**config.mk**
```make
export PLATFORM = sky130hd
export DESIGN_NAME = ti_pipe_out_arbiter
export DESIGN_NICKNAME = d
export VERILOG_FILES = /design/src/rtl/ti_pipe_out_arbiter_pkg.sv /design/src/rtl/ti_pipe_out_arbiter_rr_select.sv /design/src/rtl/ti_pipe_out_arbiter.sv
export SDC_FILE = /design/constraint.sdc
export NUM_CORES = 1
export LEC_CHECK = 0
export ABC_AREA = 0
export BUFFER_PORTS_ARGS = -buffer_cell sky130_fd_sc_hd__buf_2
export CORE_UTILIZATION = 41
export DETAILED_ROUTE_END_ITERATION = 8
export MAX_ROUTING_LAYER = met4
export PLACE_DENSITY = 0.84
export SYNTH_ARGS = -nofsm -noshare
export SYNTH_HDL_FRONTEND = slang
export SYNTH_SLANG_ARGS = --single-unit
```
**constraint.sdc**
```tcl
create_clock -name ti_clk -period 1.95 [get_ports ti_clk]
set_input_delay 0.0975 -clock ti_clk [delete_from_list [all_inputs] [get_ports ti_clk]]
set_output_delay 0.0975 -clock ti_clk [all_outputs]
set_load 0.1 [all_outputs]
```
**src/rtl/ti_pipe_out_arbiter_pkg.sv**
```systemverilog
// Shared definitions for the pipe-out arbiter: FSM state encodings and the
// layout of the ti_out_src wire-out word.
package ti_pipe_out_arbiter_pkg;

    typedef enum logic [2:0] {
        ST_IDLE  = 3'd0,
        ST_SCAN  = 3'd1,
        ST_READY = 3'd2,
        ST_BURST = 3'd3,
        ST_HOLD  = 3'd4
    } arb_state_e;

    // ti_out_src layout: {valid, 12'b0, index[2:0]}
    localparam int SRC_VALID_BIT = 15;
    localparam int SRC_IDX_W     = 3;

    // Build the ti_out_src wire-out word from its fields.
    function automatic logic [15:0] make_src_word(input logic valid, input logic [SRC_IDX_W-1:0] idx);
        logic [15:0] w;
        w                  = '0;
        w[SRC_VALID_BIT]   = valid;
        w[SRC_IDX_W-1:0]   = idx;
        return w;
    endfunction

endpackage

```
**src/rtl/ti_pipe_out_arbiter_rr_select.sv**
```systemverilog
// Round-robin picker: first asserted request at or after start_i, wrapping
// modulo NUM_SRC. Purely combinational.
module rr_select #(
    parameter int NUM_SRC = 4,
    parameter int SRC_W   = 3
) (
    input  logic [NUM_SRC-1:0] req_i,
    input  logic [SRC_W-1:0]   start_i,
    output logic               hit_o,
    output logic [SRC_W-1:0]   idx_o
);

    logic [SRC_W:0] pos;

    // Walk the rotated order; the first requester found wins.
    always_comb begin
        hit_o = 1'b0;
        idx_o = '0;
        pos   = '0;
        for (int k = 0; k < NUM_SRC; k++) begin
            pos = {1'b0, start_i} + (SRC_W+1)'(k);
            if (pos >= (SRC_W+1)'(NUM_SRC)) begin
                pos = pos - (SRC_W+1)'(NUM_SRC);
            end
            for (int j = 0; j < NUM_SRC; j++) begin
                if (!hit_o && (pos == (SRC_W+1)'(j)) && req_i[j]) begin
                    hit_o = 1'b1;
                    idx_o = SRC_W'(j);
                end
            end
        end
    end

endmodule

```
**src/rtl/ti_pipe_out_arbiter.sv**
```systemverilog
// Pipe-out arbiter: grants whole BLOCK_LEN-word blocks from NUM_SRC buffered
// streams to one host pipe-out endpoint, in round-robin order.
module ti_pipe_out_arbiter
    import ti_pipe_out_arbiter_pkg::*;
#(
    parameter int NUM_SRC   = 4,
    parameter int BLOCK_LEN = 256,
    parameter int SRC_W     = 3
) (
    input  logic                    ti_clk,
    input  logic                    ti_rst_n,
    input  logic                    ti_arb_enable,
    input  logic [16*NUM_SRC-1:0]   src_available,
    output logic [NUM_SRC-1:0]      src_data_en,
    input  logic [16*NUM_SRC-1:0]   src_data,
    input  logic                    ti_out_data_en,
    output logic [15:0]             ti_out_data,
    output logic [15:0]             ti_out_available,
    output logic [15:0]             ti_out_src,
    output logic                    ti_overrun
);

    arb_state_e         state_q;
    logic [SRC_W-1:0]   grant_q;
    logic [SRC_W-1:0]   last_grant_q;
    logic [15:0]        word_cnt_q;
    logic [15:0]        word_cnt_d;
    logic [15:0]        avail_q;
    logic [15:0]        src_word_q;
    logic               overrun_q;
    logic               rst_meta_q;
    logic               rst_sync_q;

    logic [NUM_SRC-1:0] eligible;
    logic [15:0]        src_word [NUM_SRC];
    logic [SRC_W-1:0]   rr_start;
    logic               rr_hit;
    logic [SRC_W-1:0]   rr_idx;
    logic               in_block;
    logic               grant_held;
    logic [15:0]        out_word;

    // Reset asserts immediately, releases two ti_clk edges later.
    always_ff @(posedge ti_clk or negedge ti_rst_n) begin
        if (!ti_rst_n) begin
            rst_meta_q <= 1'b0;
            rst_sync_q <= 1'b0;
        end else begin
            rst_meta_q <= 1'b1;
            rst_sync_q <= rst_meta_q;
        end
    end

    genvar gi;
    generate
        for (gi = 0; gi < NUM_SRC; gi++) begin : g_src
            assign src_word[gi]    = src_data[gi*16 +: 16];
            assign eligible[gi]    = src_available[gi*16 +: 16] >= 16'(BLOCK_LEN);
            assign src_data_en[gi] = in_block && (grant_q == SRC_W'(gi)) && ti_out_data_en;
        end
    endgenerate

    assign in_block   = (state_q == ST_READY) || (state_q == ST_BURST);
    assign grant_held = in_block || (state_q == ST_HOLD);
    assign rr_start   = (last_grant_q == SRC_W'(NUM_SRC-1)) ? '0 : last_grant_q + SRC_W'(1);
    assign word_cnt_d = word_cnt_q + 16'd1;

    rr_select #(
        .NUM_SRC (NUM_SRC),
        .SRC_W   (SRC_W)
    ) u_rr_select (
        .req_i   (eligible),
        .start_i (rr_start),
        .hit_o   (rr_hit),
        .idx_o   (rr_idx)
    );

    // Route the granted source's data out; zero when no grant is held.
    always_comb begin
        out_word = '0;
        for (int j = 0; j < NUM_SRC; j++) begin
            if (grant_held && (grant_q == SRC_W'(j))) begin
                out_word = src_word[j];
            end
        end
    end

    assign ti_out_data      = out_word;
    assign ti_out_available = avail_q;
    assign ti_out_src       = src_word_q;
    assign ti_overrun       = overrun_q;

    // Arbitration FSM with registered wire-out words and overrun flag.
    always_ff @(posedge ti_clk or negedge rst_sync_q) begin
        if (!rst_sync_q) begin
            state_q      <= ST_IDLE;
            grant_q      <= '0;
            last_grant_q <= SRC_W'(NUM_SRC-1);
            word_cnt_q   <= '0;
            avail_q      <= '0;
            src_word_q   <= '0;
            overrun_q    <= 1'b0;
        end else begin
            // A host strobe with no block on offer is a sticky error.
            if (ti_out_data_en && !in_block) begin
                overrun_q <= 1'b1;
            end
            case (state_q)
                ST_IDLE: begin
                    if (ti_arb_enable) begin
                        state_q <= ST_SCAN;
                    end
                end
                ST_SCAN: begin
                    if (rr_hit) begin
                        grant_q    <= rr_idx;
                        word_cnt_q <= '0;
                        avail_q    <= 16'(BLOCK_LEN);
                        src_word_q <= make_src_word(1'b1, SRC_IDX_W'(rr_idx));
                        state_q    <= ST_READY;
                    end else begin
                        state_q <= ST_IDLE;
                    end
                end
                ST_READY, ST_BURST: begin
                    // Enable is deliberately ignored here: a block always completes.
                    if (ti_out_data_en) begin
                        word_cnt_q <= word_cnt_d;
                        if (word_cnt_d == 16'(BLOCK_LEN)) begin
                            avail_q <= '0;
                            state_q <= ST_HOLD;
                        end else begin
                            state_q <= ST_BURST;
                        end
                    end
                end
                ST_HOLD: begin
                    // Grant kept one more cycle so the final word reaches the host.
                    last_grant_q <= grant_q;
                    src_word_q   <= '0;
                    state_q      <= ti_arb_enable ? ST_SCAN : ST_IDLE;
                end
                default: begin
                    state_q <= ST_IDLE;
                end
            endcase
        end
    end

endmodule
```
Yosys cells after proc, flatten, opt, wreduce, memory -nomap -nowiden
Index checks and enable logic that the tools add are counted.

Flip-flop bits (word level): 60. Bits in latches: 0. Bits in writable memories: 0. Bits in read-only memories: 0. Output and inout bits: 53. Word-level logic and storage cells: 182. Memories kept: 0.

$add $sub $neg: 9. Multipliers: 0. Divide/modulo/power cells: 0. Order comparisons: 8. Equality and inequality tests: 25. Shift operators: 0. Mux-type cells: 55. Bitwise gates (word level): 0. Reductions and logical operators: 76.

Operators by type and width (count): $mux W16 (10); $pmux W16 S2 (3); $ge A16 B9 Y1 const B (4); $logic_and A1 B1 Y1 (44); $eq A4 B2 Y1 const B (8); $mux W2 (15); $mux W1 (18); $add A16 B1 Y16 const B (1); $eq A16 B9 Y1 const B (1); $eq A4 B1 Y1 const B (4); $logic_not A1 Y1 (16); $logic_not A4 Y1 (4); $mux W4 (4); $eq A3 B2 Y1 const B (5); $ge A4 B3 Y1 const B (3); $mux W3 (4); $pmux W3 S4 (1); $sub A4 B3 Y4 const B (3); $add A3 B2 Y4 const B (2); $ne A2 B2 Y1 const B (4); $eq A3 B1 Y1 const B (2); $logic_not A3 Y1 (2); $reduce_and A2 Y1 (3); $add A3 B1 Y4 const B (1); 9 further kinds (11).

Logic depth before layout (Yosys ltp)
Depth after elaboration: 69. Mapped depth: 8. Depth with buffers taken out: 7.

Cells and area by module
From an unflattened synthesis, not the netlist that was laid out.

Cell total of the unflattened synthesis: 335. Area total of the unflattened synthesis: 3047.9 µm².

Modules (own cells, without submodules): ti_pipe_out_arbiter (instances 1, cells each 273, area an instance 2586.2 µm²); rr_select (instances 1, cells each 62, area an instance 461.7 µm²).

Worst setup path before layout
OpenSTA, ideal clock, no wires.

Path kind: register -> output. From: register grant_q[0]. To: output src_data_en[1]. Data arrival time: 2.948 ns. Path slack: -1.096 ns. Cell stages (with the launch flop): 4. Path buffers: 1. Cells stage by stage: dfrtp_1 clkbuf_1 inv_1 nor3_1.

Longest elaborated chain between the ends: 3.

Ends and longest elaborated chain: start, declared (line ti_pipe_out_arbiter.sv:24) `logic [SRC_W-1:0] grant_q;`; start signal, assigned (line ti_pipe_out_arbiter.sv:116) `grant_q <= rr_idx;`; $eq A3 B1 Y1 (line ti_pipe_out_arbiter.sv:59) `assign src_data_en[gi] = in_block && (grant_q == SRC_W'(gi)) && ti_out_data_en;`; $logic_and A1 B1 Y1 (2 in series) (line ti_pipe_out_arbiter.sv:59); end, declared (line ti_pipe_out_arbiter.sv:14) `output logic [NUM_SRC-1:0] src_data_en,`.

No other way between the ends.

Final worst setup path
From: register grant_q[0]. To: output ti_out_data[10].

Longest elaborated chain between the ends: 6. Elaborated cells on any way between the ends: 12. Classes of those cells: eq/ne: 3; mux: 4; reduce/logical: 5.

Ends and longest elaborated chain: $logic_not A3 Y1 (line ti_pipe_out_arbiter.sv:82) `if (grant_held && (grant_q == SRC_W'(j))) begin`; $logic_and A1 B1 Y1 (line ti_pipe_out_arbiter.sv:82); $mux W16 (3 in series) (line ti_pipe_out_arbiter.sv:82); $mux W16 (*) (line ti_pipe_out_arbiter.sv:82); end, declared (line ti_pipe_out_arbiter.sv:17) `output logic [15:0] ti_out_data,`.

Mark *: on every way between the ends. The rest lies on a longest branch, timed or not.

==> flow_summary_export.csv <==
group,metric,value,unit
detailed_routing,ant_nets,0,
cts,h-tree-depth,2,
synthesis,yosysWarnings,0,
die,die-area,0.00629,sq mm
detailed_routing,vias,2661,
worst_setup_path,crit_chain,"buf_12 -> mux4_2 -> nor2b_4 -> buf_4",
worst_setup_path,crit_buf_inv,2,
global_routing,grt-ovfl-total,0,
sta,setup_violations,0,
die,core_area,0.00564,sq mm
place,gp_congestion,0.887,
pwr,power.share.clock,9.6,%
die,dieHeight,79.3,um
pwr,intPower,2.95,mW
cts,cts.sinks,30,
synthesis,synthTopCellsByCount,"30 x buf_4, 28 x dfrtp_1, 23 x nand2_1",
worst_setup_path,worstSetupPathType,"reg -> out",
die,io_pins,185,
worst_setup_path,cp_max_fo,16,
worst_setup_path,cp-start-kind,"flop",
worst_setup_path,slowest_delay,520,ps
pwr,swShare,54.5,%
synthesis,synthTopCellsByArea,"dfrtp_1 29%, mux4_2 15%, buf_4 9.2%, a31oi_1 4.3%, nor2b_1 4.3%",
worst_setup_path,cp_top_family,"multiplexers",
pwr,p_sw,3.54,mW
synthesis,netlist_instances,270,
finish,syn_to_final_growth,52.2,%
outcome,outcome,"finished, final reports clean",
worst_setup_path,critical_path_arrival,1770,ps
synthesis,synth_edf_count,0,
synthesis,ys_seq_area_share,30.7,%
cts,cts_made_buffers,5,
place,port_buffers,124,
detailed_routing,viasPerCell,5.48,
sta,fin_crit_sh,96.0,%
pwr,leakage,1.81,nW
sta,worstMarginPinSlew,749,ps
finish,drive_gt1_share,50.5,%
die,start_util,43.4,%
synthesis,synthArstFlopShare,100,%
pwr,seq_power_share,14.4,%
global_routing,grt_first_pass_wirelength,12.3,mm
place,dp_hpwl,6.05,mm
cts,cts_tree,"built",
sta,setup_ws,77.8,ps
cts,cts_root_buf,"clkbuf_8",
cts,clk_latency,290,ps
detailed_routing,wl_per_cell,16.3,um
detailed_routing,firstDrtPassIters,5,
worst_setup_path,slowest_stage,"mux4_2",
global_routing,grt_max_degree,29,
synthesis,synth.avg_cell_area,9.08,sq um
sta,fmax,0.534,GHz
sta,clock_skew,7.17,ps
synthesis,syn_area,0.00245,sq mm
sta,slew_violations,0,
global_routing,track_usage,26.3,%
sta,finalCriticalPeriod,1870,ps
sta,maxSlewHeadroom,50.0,%
synthesis,yosysUniqueCellTypes,46,
worst_hold_path,hold_path_class,"in -> reg",
die,die_w,79.3,um
job,maxCapViolCount,0,
pwr,ir_worst_vdd,1110,uV
place,dpl_worst_slack,-13.4,ps
synthesis,yosysTopAreaCell,"dfrtp_1",
synthesis,netlist.area_leader.share,28.6,%
detailed_routing,routed_wl,7.92,mm
detailed_routing,drc_errors,0,
pwr,combPwrFrac,76.0,%
global_routing,antenna_found_initial,0,
die,rows,27,
cts,cts_buffer_depth,2,
finish,fin_nets,546,
worst_setup_path,required,1850,ps
worst_setup_path,end_kind,"output pin",
pwr,powerDensity,1740,mW/mm^2
synthesis,yosysMostFrequentCell,"buf_4",
detailed_routing,drtIter0Drc,171,
synthesis,synth-seq-cells,30,
global_routing,grt_pass1_vias,2612,
sta,hold_ws,38.1,ps
pwr,total_power,6.49,mW
synthesis,ys.flop_type,"dfrtp_1",
finish,n_antenna_cell,0,
sta,report.final.hold_viol_count,0,
cts,path_clk_slew,70,ps
layout make-up:
type	instances	area [sq um]
Timing Repair Buffer	151	1120
Tap cell	72	90.1
Clock buffer	5	68.8
Inverter	12	45.0
Fill cell	411	1910
Sequential cell	30	754
Multi-Input combinational cell	213	1620
Clock inverter	3	40.0
per-stage QoR:
step                setup TNS, ps  utilization, %  instance area [sq um]  cells
global placement                0            62.4                   3520    474
floorplan                   -3390               -                   2650    297
finish                          0            66.1                   3730    486
detailed placement          -13.4            62.4                   3520    474
CTS                             0            64.8                   3660    483
global route                -86.6            66.1                   3730    486
worst paths after layout:
kind	start	endpoint	slack, ps	cells after the start
worst max register to register	word_cnt_q[1]$_DFFE_PN0P_	state_q[0]$_DFFE_PN0P_	90	7
min in group asynchronous	ti_rst_n	rst_meta_q$_DFF_PN0_	140	2
max in group asynchronous	rst_sync_q$_DFF_PN0_	last_grant_q[1]$_DFFE_PN1P_	1410	1
worst min register to register	rst_sync_q$_DFF_PN0_	word_cnt_q[7]$_DFFE_PN0P_	230	1
worst max-delay path	grant_q[0]$_DFFE_PN0P_	ti_out_data[10]	80	4
worst min-delay path	ti_arb_enable	state_q[0]$_DFFE_PN0P_	40	3
placed cells by master, fill, tap and decap left out, types with 3 or more instances in the layout:
| cell | synthesis | layout |
|---|---|---|
| buf_2 | 1 | 104 |
| conb_1 | 2 | 29 |
| dfrtp_1 | 28 | 27 |
| buf_4 | 30 | 26 |
| nand2_1 | 23 | 22 |
| buf_12 | 0 | 19 |
| a31oi_1 | 17 | 17 |
| mux4_2 | 16 | 16 |
| inv_1 | 12 | 12 |
| nor2b_4 | 0 | 11 |
| a21oi_1 | 11 | 11 |
| o21ai_0 | 11 | 10 |
| o21ai_1 | 9 | 10 |
| nor2_1 | 12 | 9 |
| nor3_1 | 12 | 9 |
| nor4_1 | 8 | 8 |
| nor2b_1 | 17 | 6 |
| and3_1 | 6 | 6 |
| nand4_1 | 5 | 5 |
| nand3_1 | 6 | 5 |
| clkbuf_8 | 0 | 5 |
| nand2b_1 | 4 | 4 |
| nor2_2 | 1 | 3 |
| and4_1 | 3 | 3 |
per-layer routing:
layer / share of wire, % / up-vias / track usage [%]
met4: 4.2 / 0 / 15.1
met1: 33 / 1267 / 25.9
met5: 0 / - / -
met3: 7.5 / 22 / 5.63
met2: 55 / 148 / 47.8
li1: - / 1224 / -
repair_timing:
item / in CTS / in global routing
gates resized for setup: 5 / 15
hold endpoints to repair: 2 / 0
pin swaps: 0 / 7
setup endpoints to repair: 14 / 21
cloned: 0 / 0
setup buffers: 0 / 3
hold buffers: 1 / 0
registers in the layout, summed over array words and instances, names as in the netlist:
register,cells
rst_meta_q,1
grant_q,2
rst_sync_q,1
ti_out_src,3
word_cnt_q,16
ti_overrun,1
ti_out_available,1
last_grant_q,2
state_q,3
cells by family (layout without fill, tap and decap cells):
kind of cell / after synthesis / count (layout) / share of synthesized area, %
muxes: 18 / 18 / 15.6
AOI/OAI and AO/OA: 56 / 56 / 14.0
adders and majority gates: 1 / 1 / 0.510
and+or+nand+nor: 107 / 107 / 24.3
DFF: 30 / 30 / 30.7
xor gates and xnor gates: 2 / 2 / 0.715
buffers and inverters: 54 / 171 / 13.8
other: 2 / 29 / 0.306
tightest hold or removal path, cell delays in order:
cell and delay [ps]:
buf_2 80, nand2_1 50, o21ai_1 70
power groups by stage:
stage	combinational, mW	clock [mW]	sequential (mW)
detailed placement	4.82	0	0.941
global route	5.13	0.656	0.954
floorplan	3.28	0	1.10
global placement	4.77	0	0.929
finish	4.94	0.622	0.935
CTS	4.84	0.631	0.929
Power figures use the tool's default switching activity.
